[src/rtl/char_anim_fsm.sv]
// Sprite animation controller: stand/move/attack/hurt/defend sequencing on frame ticks.
// Optional attack cooldown enabled by defining CHAR_ANIM_COOLDOWN_EN.
module char_anim_fsm #(
    parameter int unsigned FRAME_W         = 8,
    parameter int unsigned DELAY_W         = 8,
    parameter int unsigned STAND_FRAMES    = 8,
    parameter int unsigned STAND_DELAY     = 10,
    parameter int unsigned MOVE_FRAMES     = 4,
    parameter int unsigned MOVE_DELAY      = 10,
    parameter int unsigned ATTACK_FRAMES   = 9,
    parameter int unsigned ATTACK_DELAY    = 3,
    parameter int unsigned HURT_FRAMES     = 4,
    parameter int unsigned HURT_DELAY      = 10,
    parameter int unsigned DEFEND_DELAY    = 3,
    parameter int unsigned ATTACK_COOLDOWN = 16
) (
    input  logic               Clk,
    input  logic               Reset,
    input  logic               frame_clk,
    input  logic               attack,
    input  logic               move_r,
    input  logic               move_l,
    input  logic               hurt,
    input  logic               defend,
    output logic [7:0]         state_out,
    output logic [FRAME_W-1:0] frame_num,
    output logic               move_r1,
    output logic               move_l1,
    output logic               stand1,
    output logic               facing_left,
    output logic               anim_done,
    output logic               hit_blocked,
    output logic               attack_ready
);

    localparam int unsigned FRAME_LIM = 1 << FRAME_W;
    localparam int unsigned DELAY_LIM = 1 << DELAY_W;

    if (FRAME_W > 30 || DELAY_W > 30 ||
        STAND_FRAMES == 0 || STAND_FRAMES > FRAME_LIM ||
        MOVE_FRAMES == 0 || MOVE_FRAMES > FRAME_LIM ||
        ATTACK_FRAMES == 0 || ATTACK_FRAMES > FRAME_LIM ||
        HURT_FRAMES == 0 || HURT_FRAMES > FRAME_LIM ||
        STAND_DELAY >= DELAY_LIM || MOVE_DELAY >= DELAY_LIM ||
        ATTACK_DELAY >= DELAY_LIM || HURT_DELAY >= DELAY_LIM ||
        DEFEND_DELAY >= DELAY_LIM || ATTACK_COOLDOWN > 32'h7fff_ffff) begin : g_bad_params
        $error("char_anim_fsm: parameter exceeds counter range");
    end

    typedef enum logic [2:0] {
        ST_STAND  = 3'd0,
        ST_ATTACK = 3'd1,
        ST_MOVE_L = 3'd2,
        ST_MOVE_R = 3'd3,
        ST_HURT   = 3'd4,
        ST_DEFEND = 3'd5
    } state_t;

    state_t             state;
    logic               frame_clk_q;
    logic               tick;
    logic [DELAY_W-1:0] delay_cnt;
    logic [DELAY_W-1:0] cur_delay;
    logic [DELAY_W-1:0] delay_nxt;
    logic [FRAME_W-1:0] cur_last;
    logic [FRAME_W-1:0] frame_nxt;
    logic               delay_exp;
    logic               frame_last;

    assign state_out = 8'(state);

    // Tick detection: registered rising edge of the frame strobe.
    always_ff @(posedge Clk) begin
        if (Reset) begin
            frame_clk_q <= 1'b0;
            tick        <= 1'b0;
        end else begin
            frame_clk_q <= frame_clk;
            tick        <= frame_clk & ~frame_clk_q;
        end
    end

    // Per-state animation timing and the "keep animating" next values.
    always_comb begin
        cur_delay = DELAY_W'(STAND_DELAY);
        cur_last  = FRAME_W'(STAND_FRAMES - 1);
        case (state)
            ST_ATTACK: begin
                cur_delay = DELAY_W'(ATTACK_DELAY);
                cur_last  = FRAME_W'(ATTACK_FRAMES - 1);
            end
            ST_MOVE_L, ST_MOVE_R: begin
                cur_delay = DELAY_W'(MOVE_DELAY);
                cur_last  = FRAME_W'(MOVE_FRAMES - 1);
            end
            ST_HURT: begin
                cur_delay = DELAY_W'(HURT_DELAY);
                cur_last  = FRAME_W'(HURT_FRAMES - 1);
            end
            ST_DEFEND: begin
                cur_delay = DELAY_W'(DEFEND_DELAY);
                cur_last  = '0;
            end
            default: ;
        endcase
        delay_exp  = (delay_cnt >= cur_delay);
        frame_last = (frame_num == cur_last);
        delay_nxt  = delay_exp ? '0 : delay_cnt + DELAY_W'(1);
        frame_nxt  = !delay_exp ? frame_num : (frame_last ? '0 : frame_num + FRAME_W'(1));
    end

    always_ff @(posedge Clk) begin
        if (Reset) begin
            state       <= ST_STAND;
            delay_cnt   <= '0;
            frame_num   <= '0;
            facing_left <= 1'b0;
            move_r1     <= 1'b0;
            move_l1     <= 1'b0;
            stand1      <= 1'b0;
            anim_done   <= 1'b0;
            hit_blocked <= 1'b0;
        end else begin
            move_r1     <= 1'b0;
            move_l1     <= 1'b0;
            stand1      <= 1'b0;
            anim_done   <= 1'b0;
            hit_blocked <= 1'b0;
            if (tick) begin
                case (state)
                    ST_STAND: begin
                        if (hurt) begin
                            state <= ST_HURT;   delay_cnt <= '0; frame_num <= '0;
                        end else if (attack && attack_ready) begin
                            state <= ST_ATTACK; delay_cnt <= '0; frame_num <= '0;
                        end else if (defend) begin
                            state <= ST_DEFEND; delay_cnt <= '0; frame_num <= '0;
                        end else if (move_r) begin
                            state <= ST_MOVE_R; delay_cnt <= '0; frame_num <= '0;
                            facing_left <= 1'b0;
                            move_r1     <= 1'b1;
                        end else if (move_l) begin
                            state <= ST_MOVE_L; delay_cnt <= '0; frame_num <= '0;
                            facing_left <= 1'b1;
                            move_l1     <= 1'b1;
                        end else begin
                            delay_cnt <= delay_nxt;
                            frame_num <= frame_nxt;
                            stand1    <= 1'b1;
                        end
                    end
                    ST_MOVE_R, ST_MOVE_L: begin
                        if (hurt) begin
                            state <= ST_HURT;   delay_cnt <= '0; frame_num <= '0;
                        end else if ((state == ST_MOVE_R) ? move_r : move_l) begin
                            delay_cnt <= delay_nxt;
                            frame_num <= frame_nxt;
                            move_r1   <= (state == ST_MOVE_R);
                            move_l1   <= (state == ST_MOVE_L);
                        end else if (attack && attack_ready) begin
                            state <= ST_ATTACK; delay_cnt <= '0; frame_num <= '0;
                        end else if (state == ST_MOVE_R && move_l) begin
                            state <= ST_MOVE_L; delay_cnt <= '0; frame_num <= '0;
                            facing_left <= 1'b1;
                            move_l1     <= 1'b1;
                        end else if (state == ST_MOVE_L && move_r) begin
                            state <= ST_MOVE_R; delay_cnt <= '0; frame_num <= '0;
                            facing_left <= 1'b0;
                            move_r1     <= 1'b1;
                        end else begin
                            state <= ST_STAND;  delay_cnt <= '0; frame_num <= '0;
                        end
                    end
                    ST_ATTACK, ST_HURT: begin
                        if (state == ST_ATTACK && hurt) begin
                            state <= ST_HURT;   delay_cnt <= '0; frame_num <= '0;
                        end else if (delay_exp && frame_last) begin
                            state <= ST_STAND;  delay_cnt <= '0; frame_num <= '0;
                            anim_done <= 1'b1;
                        end else begin
                            delay_cnt <= delay_nxt;
                            frame_num <= frame_nxt;
                        end
                    end
                    ST_DEFEND: begin
                        if (hurt) begin
                            hit_blocked <= 1'b1;
                            delay_cnt   <= delay_nxt;
                        end else if (delay_exp && !defend) begin
                            state <= ST_STAND;  delay_cnt <= '0; frame_num <= '0;
                        end else begin
                            delay_cnt <= delay_nxt;
                        end
                    end
                    default: begin
                        state <= ST_STAND;  delay_cnt <= '0; frame_num <= '0;
                    end
                endcase
            end
        end
    end

`ifdef CHAR_ANIM_COOLDOWN_EN
    localparam int unsigned CD_W = (ATTACK_COOLDOWN < 2) ? 1 : $clog2(ATTACK_COOLDOWN + 1);

    logic [CD_W-1:0] cooldown;
    logic [CD_W-1:0] cooldown_nxt;
    logic            cd_load;

    // Cooldown reloads whenever an attack ends, whether completed or preempted by hurt.
    always_comb begin
        cd_load = (state == ST_ATTACK) && (hurt || (delay_exp && frame_last));
        if (cd_load)
            cooldown_nxt = CD_W'(ATTACK_COOLDOWN);
        else if (cooldown != '0)
            cooldown_nxt = cooldown - CD_W'(1);
        else
            cooldown_nxt = cooldown;
    end

    always_ff @(posedge Clk) begin
        if (Reset) begin
            cooldown     <= '0;
            attack_ready <= 1'b1;
        end else if (tick) begin
            cooldown     <= cooldown_nxt;
            attack_ready <= (cooldown_nxt == '0);
        end
    end
`else
    assign attack_ready = 1'b1;
`endif

endmodule

[config.mk]
export PLATFORM = sky130hd
export DESIGN_NAME = char_anim_fsm
export DESIGN_NICKNAME = d
export VERILOG_FILES = /design/src/rtl/char_anim_fsm.sv
export SDC_FILE = /design/constraint.sdc
export NUM_CORES = 1
export LEC_CHECK = 0
export ABC_CLOCK_PERIOD_IN_PS = 5660
export BUFFER_PORTS_ARGS = -buffer_cell sky130_fd_sc_hd__buf_2
export CAP_MARGIN = 20
export CORE_ASPECT_RATIO = 1.1
export CORE_UTILIZATION = 35
export DETAILED_ROUTE_END_ITERATION = 8
export PLACE_DENSITY_LB_ADDON = 0.1
export SYNTH_ARGS = -nofsm -noshare
export SYNTH_HDL_FRONTEND = slang
export SYNTH_SLANG_ARGS = --single-unit
[constraint.sdc]
create_clock -name Clk -period 5.66 [get_ports Clk]
set_input_delay 0.566 -clock Clk [delete_from_list [all_inputs] [get_ports Clk]]
set_output_delay 0.566 -clock Clk [all_outputs]
set_load 0.03 [all_outputs]
# Word level (Yosys, flattened, before mapping)
# Index checks and enable logic that the tools add are counted.
# word_totals
regBits	27
in_bits	8
elab_cells	137
# classes
magnitude_cmp	1
eq_ne	19
bitwise_logic	6
mux	79
n_addsub	2
reduce_logical	19
# ops
operator	count
two-way mux 8 bit	25
one-hot mux 8 bit (4 select lines)	2
two-way mux 3 bit	11
two-way mux 1 bit	32
adder 8 x 1 -> 8 bit (second input constant)	2
inequality test 2 bit (second input constant)	8
inequality test 3 bit (second input constant)	4
one-hot mux 3 bit (4 select lines)	1
one-hot mux 4 bit (3 select lines)	1
AND reduction 10 bit	1
== test 8 bit	1
>= comparator 8 bit	1
OR reduction 2 bit	4
OR reduction 7 bit	1
== test 3 x 2 -> 1 bit (second input constant)	2
== test 3 bit (second input constant)	2
two-way mux 2 bit	3
inequality test 6 bit (second input constant)	1
one-hot mux 1 bit (2 select lines)	3
AND reduction 6 bit	1
OR reduction 3 bit	2
logical AND 1 bit	5
NOT 1 bit	5
two-way mux 4 bit	1
7 further kinds	7

# Logic depth before layout (Yosys ltp)
# Gate-level depths: netlist (run 1).
# logic_depth
ltp_word	12
mapped_depth	11
mapped_depth_nobuf	9

# Worst setup path after synthesis (run 1)
# Ideal clock, no wire load.
# synth_timing
kind	reg2reg
from	register state[1]
to	register delay_cnt[2]
arrival_ns	2.327
path_stages_with_launch	11
setup_ns	0.091
n_path_buf	1
slack_ns	3.242
period_less_slack_ns	2.418
path_cell_list	dfxtp_1 -> nand2b_1 -> inv_2 -> ha_1 -> or4_1 -> nor2_1 -> and2_2 -> and4_1 -> buf_6 -> nand2b_1 -> a311oi_1
# synth_between
elab_chain_len	11
# synth_lines
item	line	text
start, declared	59	state_t state;
start signal, assigned	114	state <= ST_STAND;
start signal, assigned	133	state <= ST_HURT; delay_cnt <= '0; frame_num <= '0;
start signal, assigned	135	state <= ST_ATTACK; delay_cnt <= '0; frame_num <= '0;
== test 3 x 1 -> 1 bit / == test 3 bit (equally long branches)	87, 130, 175	
OR reduction 2 bit (no line)	n/a	
two-way mux 4 bit	87	case (state)
>= comparator 8 bit	106	delay_exp = (delay_cnt >= cur_delay);
two-way mux 8 bit	108	delay_nxt = delay_exp ? '0 : delay_cnt + DELAY_W'(1);
two-way mux 8 bit	142	end else if (move_l) begin
two-way mux 8 bit	138	end else if (move_r) begin
two-way mux 8 bit	136	end else if (defend) begin
two-way mux 8 bit	134	end else if (attack && attack_ready) begin
two-way mux 8 bit	132	if (hurt) begin
one-hot mux 8 bit (4 select lines) (*)	130	case (state)
end signal, assigned	147	delay_cnt <= delay_nxt;
end signal, assigned	156	delay_cnt <= delay_nxt;
end signal, assigned	181	delay_cnt <= delay_nxt;
end, declared	62	logic [DELAY_W-1:0] delay_cnt;
# Every way passes the cells marked *; elsewhere a longest branch is shown, timed or not.
# A chain may end at the register's enable or synchronous reset.

# Final worst setup path (run 1)
# Ends and elaborated chain as after synthesis.

==> flow_summary.toml, run 1 <==
[run_status]
status = "complete, no violations"

[detailed_routing]
firstDrtPassIters = 4
routedWlPerCell_um = 13.19
first_iter_violations = 41
ant_nets = 0
via_per_inst = 5.301
wl_mm = 3.377
num_vias = 1357
drc = 0

[clocking]
ctsResizeCount = 0
cts.sinks = 27
postCtsHoldBufs = 0
tritoncts = "yes"
clk_pin_slew_ns = 0.10
h-tree-depth = 1
insertion_delay_ns = 0.28
clock-root-buffer = "clkbuf_8"
cts_setup_buffers = 0
clockBufferDepth = 2
cts_made_buffers = 3

[synthesis]
yosysSeqAreaShare_pct = 35.41
syn_inst = 186
netlist_area_um2 = 1526
synth_top_area_share_pct = 35.41
syn_avg_cell_area_um2 = 8.207
yosys-top-cells-area = "dfxtp_1, nor2_1, buf_4"
ys_warn_count = 0
synth_seq_cells = 27
yosysTopAreaCell = "dfxtp_1"
async_flop_share_pct = 0
synthFlopType = "dfxtp_1"
yosys.cell_types.count = 55
synth_edf_count = 0

[sta]
relSlewSlack_pct = 62.58
slew_viol_final = 0
tightest_slew_ns = 0.5601
fmax_mhz = 359.3
clock_skew_ns = 0.004146
rsz0062_at_grt = "no"
period_minus_slack_ns = 2.783
period_share_pct = 49.17
hold_viol = 0
final.hold.worst_slack_ns = 0.3924
setup_viol = 0
tns_ns = 0

[die]
ios = 31
dieArea_um2 = 4630
dieWidth_um = 64.97
die_h_um = 71.27
row_count = 24
start_util_pct = 37.38
core_region_area_um2 = 4084

[finish]
num-nets-final = 217
drive_above_1_share_pct = 17.16
multi_input_area_um2 = 873.3
fillers = 443
regArea_um2 = 540.5
antenna_cells = 0
areaGrowthSynthToFinish_pct = 9.426

[global_route]
grt_use_total_pct = 15.61
grt_pass1_vias = 1205
grt_max_degree = 19
grt_overflow = 0
grt_pass1_wl_mm = 5.671
antenna_found_initial = 0

[pwr]
cellLeakagePower_nw = 0.7025
power_frac_comb_pct = 11.0
intPower_mw = 0.2553
power_density_nw_per_um2 = 211.0
power_switching_mw = 0.09716
swShare_pct = 27.57
power_frac_seq_pct = 55.7
ir_worst_vdd_mv = 0.08931
clockPowerShare_pct = 33.2

[placement]
post-dp-hpwl_mm = 2.524
io_buffers = 24
place.gp.congestion = 0.8071

[critical_path]
worstPathRequired_ns = 5.86
path_max_fanout = 18
start_kind = "flop"
cp.arrival_ns = 2.99
end_kind = "flop"
crit_type = "reg2reg"

[flow_run]
drv_cap = 0

[min_path]
worstHoldPathType = "reg2reg"
==> sequential cells by signal, summed over array words and instances (netlist names) <==
register	count
hit_blocked	1
state	3
delay_cnt	8
move_r1	1
frame_clk_q	1
move_l1	1
frame_num	8
stand1	1
facing_left	1
anim_done	1
tick	1
==> path summary, 6_finish.rpt <==
path              cells after the start  slack (ns)                   start                        end
setup reg to reg                      9        2.88   state[1]$_SDFFE_PP0P_  delay_cnt[2]$_SDFFE_PP0P_
hold reg to reg                       1        0.39  frame_clk_q$_SDFF_PP0_            tick$_SDFF_PP0_
hold / removal                        1        0.39  frame_clk_q$_SDFF_PP0_            tick$_SDFF_PP0_
setup / recovery                      9        2.88   state[1]$_SDFFE_PP0P_  delay_cnt[2]$_SDFFE_PP0P_
==> cells in the final DEF (no fill, tap or decap), types with 2 or more instances in the layout <==
cell type,count
nor3_1,6
and2_1,3
nor2b_1,3
ha_1,4
o31ai_1,2
nand3_1,10
o21ai_0,8
o21bai_1,2
mux2i_1,4
nand4_1,2
nand3b_1,2
buf_2,24
nand2_1,14
xor2_1,4
and3_1,2
xnor2_1,2
inv_1,5
o41ai_1,2
nand4b_1,2
nor2_1,24
o32ai_1,2
or4_1,2
a21oi_1,9
conb_1,6
dfxtp_1,27
clkbuf_8,3
nand2b_1,4
nor4_1,3
==> critical path: stages (launching register included) <==
cell and delay [ns]:
dfxtp_1 0.66, nand2b_1 0.22, inv_2 0.08, ha_1 0.18, or4_1 0.39, nor2_1 0.25
and2_2 0.22, and4_1 0.35, a21oi_1 0.12, a311oi_1 0.24
==> logic make-up (layout without fill, tap and decap cells) <==
kind of cell             count (synthesis)  after routing  share of synthesized area, %
AO/OA/AOI/OAI                           36             36                         15.49
multiplexers                             5              5                         3.361
other                                    2              6                        0.4920
adder cells (fa/ha/maj)                  4              4                         3.279
XOR/XNOR                                 6              6                         3.443
AND/OR/NAND/NOR                         86             86                         30.16
buffers and inverters                   20             34                         8.360
flip-flops                              27             27                         35.41
==> layer usage <==
metal / GRT usage [%] / routed length (µm)
met5: 0 / 0
met4: 5.926 / 55
met3: 2.389 / 116
met2: 25.46 / 1579
met1: 20.63 / 1626
==> through the flow <==
step           power (mW)  instance area (µm²)  util, %  worst slack [ns]  std cells
6_report           0.3524                 1670    40.90             2.877        256
2_1_floorplan      0.2334                 1541        -             3.242        190
5_1_grt            0.3674                 1670    40.90             2.629        256
3_5_place_dp       0.2394                 1622    39.71             2.945        252
4_1_cts            0.3546                 1670    40.90             2.920        256
3_3_place_gp       0.2389                 1622    39.71             3.079        252
==> area by class of cell <==
type | instances | share of cell area, %
multi-input cells | 143 | 52.28
flip-flops and latches | 27 | 32.36
repair buffers | 24 | 7.191
well taps | 52 | 3.895
clock buffers | 3 | 2.472
inverters | 6 | 1.348
clock inverters | 1 | 0.4494
==> cells in the mapped netlist (2+ instances only) <==
library cell   n
dfxtp_1       27
nor2_1        24
nand2_1       14
nand3_1       10
a21oi_1        9
o21ai_0        8
buf_4          7
nor3_1         6
inv_1          5
ha_1           4
mux2i_1        4
nand2b_1       4
xor2_1         4
and2_1         3
nor2b_1        3
nor4_1         3
and3_1         2
clkbuf_1       2
conb_1         2
nand3b_1       2
nand4_1        2
nand4b_1       2
o21bai_1       2
o31ai_1        2
o32ai_1        2
o41ai_1        2
or4_1          2
xnor2_1        2
==> power groups by stage <==
stage          Clock (mW)  Combinational [mW]  Sequential [mW]
2_1_floorplan           0              0.0338            0.200
3_3_place_gp            0              0.0382            0.201
3_5_place_dp            0              0.0386            0.201
4_1_cts             0.119              0.0388            0.196
5_1_grt             0.127              0.0433            0.197
6_report            0.117              0.0388            0.196
Power figures use the tool's default switching activity.
==> run 2: changes to the inputs <==
--- a/config.mk
+++ b/config.mk
@@ -5,7 +5,7 @@
 export SDC_FILE = /design/constraint.sdc
 export NUM_CORES = 1
 export LEC_CHECK = 0
-export ABC_CLOCK_PERIOD_IN_PS = 5660
+export ABC_CLOCK_PERIOD_IN_PS = 2700
 export BUFFER_PORTS_ARGS = -buffer_cell sky130_fd_sc_hd__buf_2
 export CAP_MARGIN = 20
 export CORE_ASPECT_RATIO = 1.1
==> constraint.sdc (replaced) <==
create_clock -name Clk -period 2.7 [get_ports Clk]
set_input_delay 0.27 -clock Clk [delete_from_list [all_inputs] [get_ports Clk]]
set_output_delay 0.27 -clock Clk [all_outputs]
set_load 0.03 [all_outputs]
==> run 2 against run 1 <==
Net effect: power up 110%; maximum frequency up 14%; worst setup slack worse by 2.6 ns; critical path type unchanged; critical endpoint unchanged; largest power group unchanged.
==> flow_summary.toml, run 2 (synthesis results as in run 1) <==
[sta]
period_minus_slack_ns = 2.449
tns_ns = 0
clock_skew_ns = 0.004754
period_share_pct = 90.69
setup_viol = 0
hold_viol = 0
rsz0062_at_grt = "no"
relSlewSlack_pct = 65.33
tightest_slew_ns = 0.5146
fmax_mhz = 408.4
final.hold.worst_slack_ns = 0.2374
slew_viol_final = 0

[clocking]
insertion_delay_ns = 0.28
cts.sinks = 27
tritoncts = "yes"
clockBufferDepth = 2
cts_setup_buffers = 0
postCtsHoldBufs = 0
clk_pin_slew_ns = 0.10
cts_made_buffers = 3
h-tree-depth = 1
clock-root-buffer = "clkbuf_8"
ctsResizeCount = 0

[finish]
final_common_cell = "dfxtp_1"
antenna_cells = 0
fillers = 442
drive_above_1_share_pct = 17.96
final_area_um2 = 1685
layout_common_cells = "dfxtp_1, nor2_1, buf_2"
largestRegisters = "delay_cnt x8, frame_num x8, state x3"
num-nets-final = 219
areaGrowthSynthToFinish_pct = 10.41

[critical_path]
start_kind = "flop"
r2r_cells = 9
path_max_fanout = 8
worstPathRequired_ns = 2.89
cp.arrival_ns = 2.64
end_kind = "flop"
crit_type = "reg2reg"

[placement]
place.gp.congestion = 0.7977
place_area_um2 = 1637
io_buffers = 24
post-dp-hpwl_mm = 2.555

[pwr]
ir_worst_vdd_mv = 0.1563
power_density_nw_per_um2 = 435.9
cellLeakagePower_nw = 0.7133

[detailed_routing]
wl_mm = 3.391
firstDrtPassIters = 4
first_iter_violations = 45
via_per_inst = 5.209
drc = 0
routedWlPerCell_um = 13.14
ant_nets = 0
num_vias = 1344

[global_route]
antenna_found_initial = 0
grt_overflow = 0
grt_max_degree = 18
grt_use_total_pct = 14.91
grt_pass1_wl_mm = 5.478
grt_pass1_vias = 1193

[die]
start_util_pct = 37.38
dieArea_um2 = 4630
dieWidth_um = 64.97
die_h_um = 71.27
core_region_area_um2 = 4084
ios = 31
row_count = 24

[run_status]
status = "complete, no violations"

[flow_run]
drv_cap = 0

[min_path]
hold_depth = 2
worstHoldPathType = "in2reg"
run 2: worst paths after layout:
| kind | from | slack (ns) | end |
|---|---|---|---|
| setup reg to reg | state[1]$_SDFFE_PP0P_ | 0.25 | delay_cnt[2]$_SDFFE_PP0P_ |
| hold / removal | frame_clk | 0.24 | frame_clk_q$_SDFF_PP0_ |
| hold reg to reg | frame_clk_q$_SDFF_PP0_ | 0.39 | tick$_SDFF_PP0_ |
| setup / recovery | state[1]$_SDFFE_PP0P_ | 0.25 | delay_cnt[2]$_SDFFE_PP0P_ |
run 2: stage by stage:
stage	std cells	setup WS, ns	power [mW]	utilization [%]
floorplan	190	0.2820	0.4893	-
global placement	254	0.4132	0.5018	40.07
detailed placement	254	0.3185	0.5037	40.07
CTS	258	0.2554	0.7432	41.27
global route	258	0.005947	0.7701	41.27
finish	258	0.2514	0.7347	41.27
run 2: cell type report:
| cell class | instances | area [µm²] | area share, % |
|---|---|---|---|
| Timing Repair Buffer | 26 | 135.1 | 8.018 |
| Clock buffer | 3 | 41.29 | 2.450 |
| Sequential cell | 27 | 540.5 | 32.07 |
| Inverter | 6 | 22.52 | 1.336 |
| Clock inverter | 1 | 7.507 | 0.4454 |
| Multi-Input combinational cell | 143 | 873.3 | 51.82 |
| Tap cell | 52 | 65.06 | 3.860 |
run 2: report_power, final:
part / switching (mW) / internal [mW] / total (mW)
registers: 0.00625 / 0.402 / 0.408
logic: 0.0575 / 0.0291 / 0.0866
clock network: 0.135 / 0.105 / 0.240
total: 0.199 / 0.536 / 0.735
run 2: layer usage:
layer | track usage [%] | share of wire, % | vias up | wire length, µm
li1 | - | - | 693 | -
met1 | 19.57 | 47 | 609 | 1608
met2 | 24.42 | 48 | 40 | 1614
met3 | 2.229 | 4.4 | 2 | 148
met4 | 5.926 | 0.56 | 0 | 19
met5 | 0 | 0 | - | 0
run 2: critical path: stages, from the launching register on:
cell	delay [ns]
dfxtp_1	0.33
nand2b_1	0.16
inv_2	0.08
ha_1	0.19
or4_1	0.40
nor2_1	0.26
and2_2	0.22
and4_1	0.34
nand2b_1	0.10
a311oi_1	0.28
